$ cat config.mk
export PLATFORM = sky130hd
export DESIGN_NAME = instr_fetch_unit
export DESIGN_NICKNAME = d
export VERILOG_FILES = /design/src/rtl/instr_fetch_unit.sv
export SDC_FILE = /design/constraint.sdc
export NUM_CORES = 1
export LEC_CHECK = 0
export ABC_AREA = 0
export BUFFER_PORTS_ARGS = -buffer_cell sky130_fd_sc_hd__buf_2
export CAP_MARGIN = 25
export CORE_UTILIZATION = 51
export DETAILED_ROUTE_END_ITERATION = 16
export GPL_TIMING_DRIVEN = 0
export PLACE_DENSITY_LB_ADDON = 0.05
export SLEW_MARGIN = 15
export SYNTH_ARGS = -nofsm -noshare
export SYNTH_HDL_FRONTEND = slang
export SYNTH_SLANG_ARGS = --single-unit
export TNS_END_PERCENT = 10
$ cat constraint.sdc
create_clock -name clk -period 7.8 [get_ports clk]
set_input_delay 1.56 -clock clk [delete_from_list [all_inputs] [get_ports clk]]
set_output_delay 1.56 -clock clk [all_outputs]
set_load 0.01 [all_outputs]
$ cat src/rtl/instr_fetch_unit.sv
// Fetch stage: owns fetch PC, issues 1-cycle imem reads, buffers {pc, word} in a DEPTH-entry prefetch FIFO.
// Request-to-valid latency 2 cycles; stops requesting when FIFO plus in-flight would exceed DEPTH; redirect flushes.
module instr_fetch_unit #(
  parameter logic [31:0] RESET_PC = 32'h0000_0000,
  parameter int          DEPTH    = 2
) (
  input  logic        clk,
  input  logic        reset,
  output logic        imem_req,
  output logic [31:0] imem_addr,
  input  logic [31:0] imem_rdata,
  input  logic        redirect,
  input  logic [31:0] redirect_pc,
  output logic        instr_valid,
  input  logic        instr_ready,
  output logic [31:0] instruction,
  output logic [31:0] instr_pc
);

  localparam int PW = (DEPTH > 1) ? $clog2(DEPTH) : 1;
  localparam int CW = $clog2(DEPTH + 1);

  logic [31:0]   fetch_pc_q, fetch_pc_d;
  logic [31:0]   req_pc_q, req_pc_d;
  logic          inflight_q, inflight_d;
  logic          kill_q, kill_d;
  logic [PW-1:0] rd_ptr_q, rd_ptr_d;
  logic [PW-1:0] wr_ptr_q, wr_ptr_d;
  logic [CW-1:0] count_q, count_d;
  logic [31:0]   fifo_pc_q   [DEPTH];
  logic [31:0]   fifo_word_q [DEPTH];

  logic          pop;
  logic          push;
  logic [CW:0]   occupancy;

  always_comb begin
    instr_valid = !reset && (count_q != '0);
    instruction = instr_valid ? fifo_word_q[rd_ptr_q] : 32'h0;
    instr_pc    = instr_valid ? fifo_pc_q[rd_ptr_q]   : 32'h0;
    pop         = instr_valid && instr_ready;

    // Slots already promised: buffered words plus the response due now, minus what leaves this cycle.
    occupancy   = {1'b0, count_q} + (CW+1)'(inflight_q) - (CW+1)'(pop);
    imem_req    = !reset && !redirect && (occupancy < (CW+1)'(DEPTH));
    imem_addr   = reset ? RESET_PC : fetch_pc_q;
    push        = inflight_q && !kill_q && !redirect && !reset;

    fetch_pc_d  = fetch_pc_q;
    req_pc_d    = req_pc_q;
    inflight_d  = imem_req;
    kill_d      = redirect;
    rd_ptr_d    = rd_ptr_q;
    wr_ptr_d    = wr_ptr_q;
    count_d     = count_q;

    if (imem_req) begin
      req_pc_d   = fetch_pc_q;
      fetch_pc_d = fetch_pc_q + 32'd4;
    end

    if (redirect) begin
      fetch_pc_d = redirect_pc & 32'hFFFF_FFFC;
      rd_ptr_d   = '0;
      wr_ptr_d   = '0;
      count_d    = '0;
    end else begin
      if (pop)  rd_ptr_d = rd_ptr_q + 1'b1;
      if (push) wr_ptr_d = wr_ptr_q + 1'b1;
      count_d = count_q + CW'(push) - CW'(pop);
    end
  end

  always_ff @(posedge clk) begin
    if (reset) begin
      fetch_pc_q <= RESET_PC;
      req_pc_q   <= RESET_PC;
      inflight_q <= 1'b0;
      kill_q     <= 1'b0;
      rd_ptr_q   <= '0;
      wr_ptr_q   <= '0;
      count_q    <= '0;
    end else begin
      fetch_pc_q <= fetch_pc_d;
      req_pc_q   <= req_pc_d;
      inflight_q <= inflight_d;
      kill_q     <= kill_d;
      rd_ptr_q   <= rd_ptr_d;
      wr_ptr_q   <= wr_ptr_d;
      count_q    <= count_d;
    end
  end

  always_ff @(posedge clk) begin
    if (push) begin
      fifo_pc_q[wr_ptr_q]   <= req_pc_q;
      fifo_word_q[wr_ptr_q] <= imem_rdata;
    end
  end

endmodule

Word-level counts from Yosys, hierarchy flattened
Memory sizes are Yosys's and may differ from the RTL's. A register that Yosys moved wholly into a read port is not among the register bits.
Cells that the tools add are included.
{"block": "totals", "register_bits": 70, "mem_bits_rw": 128, "in_bits": 68, "output_inout_bits": 98, "memories": 2}
{"block": "op_classes", "addsub": 7, "order_cmp": 1, "mux": 11, "n_reduce_logical": 13}
{"name": "fifo_pc_q", "words": 2, "word_bits": 32, "rd": 1, "rd_clocked_by_memory_dff": 1, "wr": 1, "line_no": "30", "source": "logic [31:0] fifo_pc_q [DEPTH];"}
{"name": "fifo_word_q", "words": 2, "word_bits": 32, "rd": 1, "rd_clocked_by_memory_dff": 1, "wr": 1, "line_no": "31", "source": "logic [31:0] fifo_word_q [DEPTH];"}
{"operator": "$mux 32", "count": 5}
{"operator": "$add 32x3->32 const B", "count": 1}
{"operator": "$logic_and 1x1->1", "count": 7}
{"operator": "$mux 1", "count": 6}
{"operator": "$reduce_bool 2->1", "count": 2}
{"operator": "$add 2x1->3", "count": 1}
{"operator": "$logic_not 1->1", "count": 3}
{"operator": "$lt 3x2->1 const B", "count": 1}
{"operator": "$sub 3x1->3", "count": 1}
{"operator": "$add 1x1->1 const B", "count": 2}
{"operator": "$add 2x1->2", "count": 1}
{"operator": "$reduce_or 2->1", "count": 1}
{"operator": "$sub 2x1->2", "count": 1}

Logic depth before layout (Yosys ltp)
{"block": "logic_depth", "depth_word": 8, "mapped_depth": 15, "ltp_nobuf": 13}

Worst setup path before layout
No wires, ideal clock.
{"block": "synth_timing", "path_kind": "input to register", "startpoint": "input port redirect", "endpoint": "memory fifo_pc_q[0][10] (enable)", "arrival_ps": 5137, "t_required_ps": 7310, "setup_slack_ps": 2173, "cell_stages": 4, "path_cell_list": "or2_2 -> clkbuf_1 -> nor3b_2 -> nor2b_1"}
{"block": "synth_via", "elab_chain_cells": 5}
{"item": "start: declaration", "line_no": "12", "source": "input logic redirect,"}
{"item": "$logic_not 1->1", "line_no": "47", "source": "push = inflight_q && !kill_q && !redirect && !reset;"}
{"item": "$logic_and 1x1->1 (2 in series)", "line_no": "47"}
{"item": "$mux 1", "line_no": "95", "source": "if (push) begin"}
{"item": "$mux 1 (implied by the code)", "line_no": "96", "source": "fifo_pc_q[wr_ptr_q] <= req_pc_q;"}
{"item": "end: declaration", "line_no": "30"}
No other way between the ends.

Worst setup path in the final report
{"block": "layout_timing", "startpoint": "input port reset", "endpoint": "output port imem_req"}
{"block": "layout_via", "elab_chain_cells": 6, "elab_cells_between_ends": 7}
{"item": "start: declaration", "line_no": "8", "source": "input logic reset,"}
{"item": "$logic_not 1->1 (*)", "line_no": "38, 45"}
{"item": "$logic_and 1x1->1", "line_no": "38", "source": "instr_valid = !reset && (count_q != '0);"}
{"item": "$logic_and 1x1->1", "line_no": "41", "source": "pop = instr_valid && instr_ready;"}
{"item": "$sub 3x1->3", "line_no": "44", "source": "occupancy = {1'b0, count_q} + (CW+1)'(inflight_q) - (CW+1)'(pop);"}
{"item": "$lt 3x2->1", "line_no": "45", "source": "imem_req = !reset && !redirect && (occupancy < (CW+1)'(DEPTH));"}
{"item": "$logic_and 1x1->1 (*)", "line_no": "45"}
{"item": "end: declaration", "line_no": "9", "source": "output logic imem_req,"}
Mark *: on every way between the ends. The rest lies on a longest branch, timed or not.

==> flow_summary.yaml <==
clock_network:
  ctsRootBufferMaster: "clkbuf_16"
  clock_tree_from_tritoncts: "done"
  cts_made_buffers: 17
  clk_transition_reported_paths_ps: 60
  clock_tree.htree_level_count: 4
  holdBufCountCts: 0
  cts_resized: 0
  cts_sinks: 191
  cts_post_setup_buffers_inserted: 0
  clock_insertion_delay_worst_skew_ps: 420
  max-clock-path-buffers: 2
yosys:
  ys_seq_elements: 191
  synth_top_cells_by_count: "124 x edfxtp_1, 80 x nand2_1, 78 x nor2_1"
  netlist.area_leader.share_pct: 46.5
  synth_top_cells_by_area: "edfxtp_1 47%, dfxtp_1 17%, mux2i_1 7.8%"
  netlist-cell-type-count: 52
  area_of_the_mapped_netlist_sq_um: 8010
  synth_area_per_cell_sq_um: 11.6
  synthArstFlopShare_pct: 0
  synth_sequential_area_ratio_pct: 63.3
  netlist_instances: 690
  count_leader_synth: "edfxtp_1"
  yosys_warning_total: 0
  synth_top_area_cell: "edfxtp_1"
  synth_edf_count: 124
  yosys_most_used_dff: "edfxtp_1"
power:
  power.static_leakage_nw: 3.60
  seqPwrFrac_pct: 52.6
  power.share.combinational_pct: 5.7
  design_power_total_w: 0.00212
  net-switching-power_w: 0.000449
  netSwitchingFraction_pct: 21.2
  internal_power_w: 0.00167
  worst_ir_drop_vdd_uv: 150
  clockPowerShare_pct: 41.7
  p_per_area_nw_per_um2: 217
status:
  status: "completed"
placed_design:
  dp.final_hpwl_mm: 13.2
  routabilityCongestion: 0.935
  dpl-instance-area_sq_um: 9150
  io_buffer_count: 159
  numPlacedInstances: 1066
sta:
  fin_worst_skew_ps: 6.04
  post-route-min-period_ps: 5940
  finalHoldWorstSlack_ps: 454
  maxSlewViolCount: 0
  finalSetupTns_ps: 0
  rsz_0062_raised_after_global_routing: "false"
  hold_violations: 0
  timing.final.setup_violations: 0
  tightestPinTransition_ps: 776
  final_min_period_over_clock_period_pct: 76.2
  slew_headroom_pct: 48.2
  max_freq_ghz: 0.168
critical_path:
  startpoint_type: "input pin"
  crit_path_cell_trace: "buf_2, or2_1, buf_2, inv_1, nand2_1, nor2_1, o21ai_0, fa_1, xnor2_2, nand3_2, inv_2, clkbuf_1, buf_2"
  cp_slowest_cell: "fa_1"
  r2r.worst_path.cells: 15
  setup.worst_path.class: "input pin to primary output"
  cp_data_required_time_ps: 6240
  timing.critical_path.buf_inv: 6
  timing.critical_path.to_type: "primary output"
  critPathMostFrequentCell: "buf_2"
  crit_arrival_ps: 4380
  worst_r2r_endpoint: "req_pc_q[22]"
  worst-r2r-setup-slack_ps: 4240
  critical_path_peak_fanout: 10
  cp_top_family: "buffers and inverters"
  worst_r2r_startpoint: "count_q[1]"
  cpPeakStageDelay_ps: 430
global_routing:
  grt_max_degree: 34
  first_global_vias: 5620
  initial_antenna_violation_count: 0
  grt_usage_pct: 23.0
  grt.overflow.total: 0
  grt_first_pass_wirelength_mm: 28.6
route:
  drt_first_iter_violations: 383
  drt-vias-per-instance: 5.35
  postRouteAntennaNets: 0
  count_of_vias_placed_by_the_detailed_router: 5870
  routedWlPerCell_um: 16.7
  post_route_wl_mm: 18.3
  route.detailed.drc: 0
  drt_pass1_iterations: 5
worst_hold_path:
  hold_path_end: "fifo_pc_q[1][14]"
  number_of_stages_on_the_worst_hold_path: 0
  worst_hold_path_type: "flop to flop"
  hp-start: "req_pc_q[14]"
finish:
  antenna_cells_inserted: 0
  nets: 945
  fillCellCount: 1201
  area_overhead_vs_synth_pct: 21.9
  layout.area.seq_sq_um: 5060
  drive_gt1_share_pct: 24.0
  multi_input_comb_area_sq_um: 2720
  fin_cells: 1098
  layout.cell_area.non_filler_sq_um: 9760
floorplan:
  core_area_sq_um: 15300
  top_level_ports: 166
  die-area_sq_um: 16200
  core.rowCount: 45
  die_y_um: 127
  starting_utilization_of_the_core_area_pct: 52.5
  die-width_um: 127
run:
  cap_violations: 0
routing by layer:
metal  part of all wire, %  global-route usage (%)  vias up
li1                      -                       -     2837
met1                    44                    30.9     2755
met2                    47                    37.6      252
met3                   6.9                    3.81       26
met4                   1.7                    9.10        0
met5                     0                       0        -
registers in the layout, indices dropped and copies added, names as in the netlist, named ones only:
register     count
fifo_word_q     64
fifo_pc_q       60
fetch_pc_q      30
req_pc_q        30
count_q          2
inflight_q       1
kill_q           1
rd_ptr_q         1
wr_ptr_q         1
cell type report:
cell class | count | area share, %
Timing Repair Buffer | 162 | 8.77
Sequential cell | 191 | 51.9
Clock buffer | 24 | 5.28
Tap cell | 211 | 2.70
Inverter | 10 | 0.385
Buffer | 49 | 2.11
Multi-Input combinational cell | 443 | 27.9
Clock inverter | 8 | 1.00
placed cells by master (no fill, tap or decap), types with 5 or more instances in the layout:
master	synthesis	final
o21ai_0	7	7
dfxtp_1	67	67
and2_1	11	10
nand2_1	80	80
nor4_1	9	9
inv_1	9	9
nor2_1	78	78
edfxtp_1	124	124
clkbuf_16	0	20
buf_1	11	11
o22ai_1	11	11
xor2_1	5	5
nand4_1	5	5
xnor2_1	13	13
clkbuf_1	28	32
mux2i_1	62	62
o311ai_0	5	5
nor3_1	6	6
nor2b_1	26	25
a21oi_1	54	54
buf_2	6	165
a31oi_1	13	13
and3_1	7	7
nand3_1	6	6
logic make-up after synthesis:
logic type                 after synthesis  synth area share, %
adders and majority gates                3                0.562
xor gates and xnor gates                19                 2.17
AOI/OAI and AO/OA                      105                 7.70
buffers and inverters                   59                 3.05
other                                    1               0.0468
DFF                                    191                 63.3
and+or+nand+nor                        250                 15.5
muxes                                   62                 7.75
per-stage QoR:
stage	setup slack [ps]	utilization (%)
floorplan	2170	-
global placement	421	59.5
detailed placement	1830	60.0
CTS	1830	64.0
global route	1600	64.0
finish	1860	64.0
power groups by stage:
stage	Sequential, W	Clock, W	Combinational (W)
finish	0.00112	0.000886	0.000121
global route	0.00112	0.000935	0.000132
detailed placement	0.00114	0	0.000119
floorplan	0.00113	0	0.0000698
global placement	0.00114	0	0.000115
CTS	0.00112	0.000894	0.000120
worst max path at each step:
stage | from | end | slack [ps] | cells past startpoint
6_report | reset | imem_req | 1860 | 13
5_1_grt | reset | imem_req | 1600 | 13
4_1_cts | reset | imem_req | 1830 | 13
3_5_place_dp | reset | imem_req | 1830 | 13
3_3_place_gp | redirect | fifo_pc_q[0][12] | 420 | 5
2_1_floorplan | redirect | fifo_pc_q[0][10] | 2170 | 4
Power figures use the tool's default switching activity.
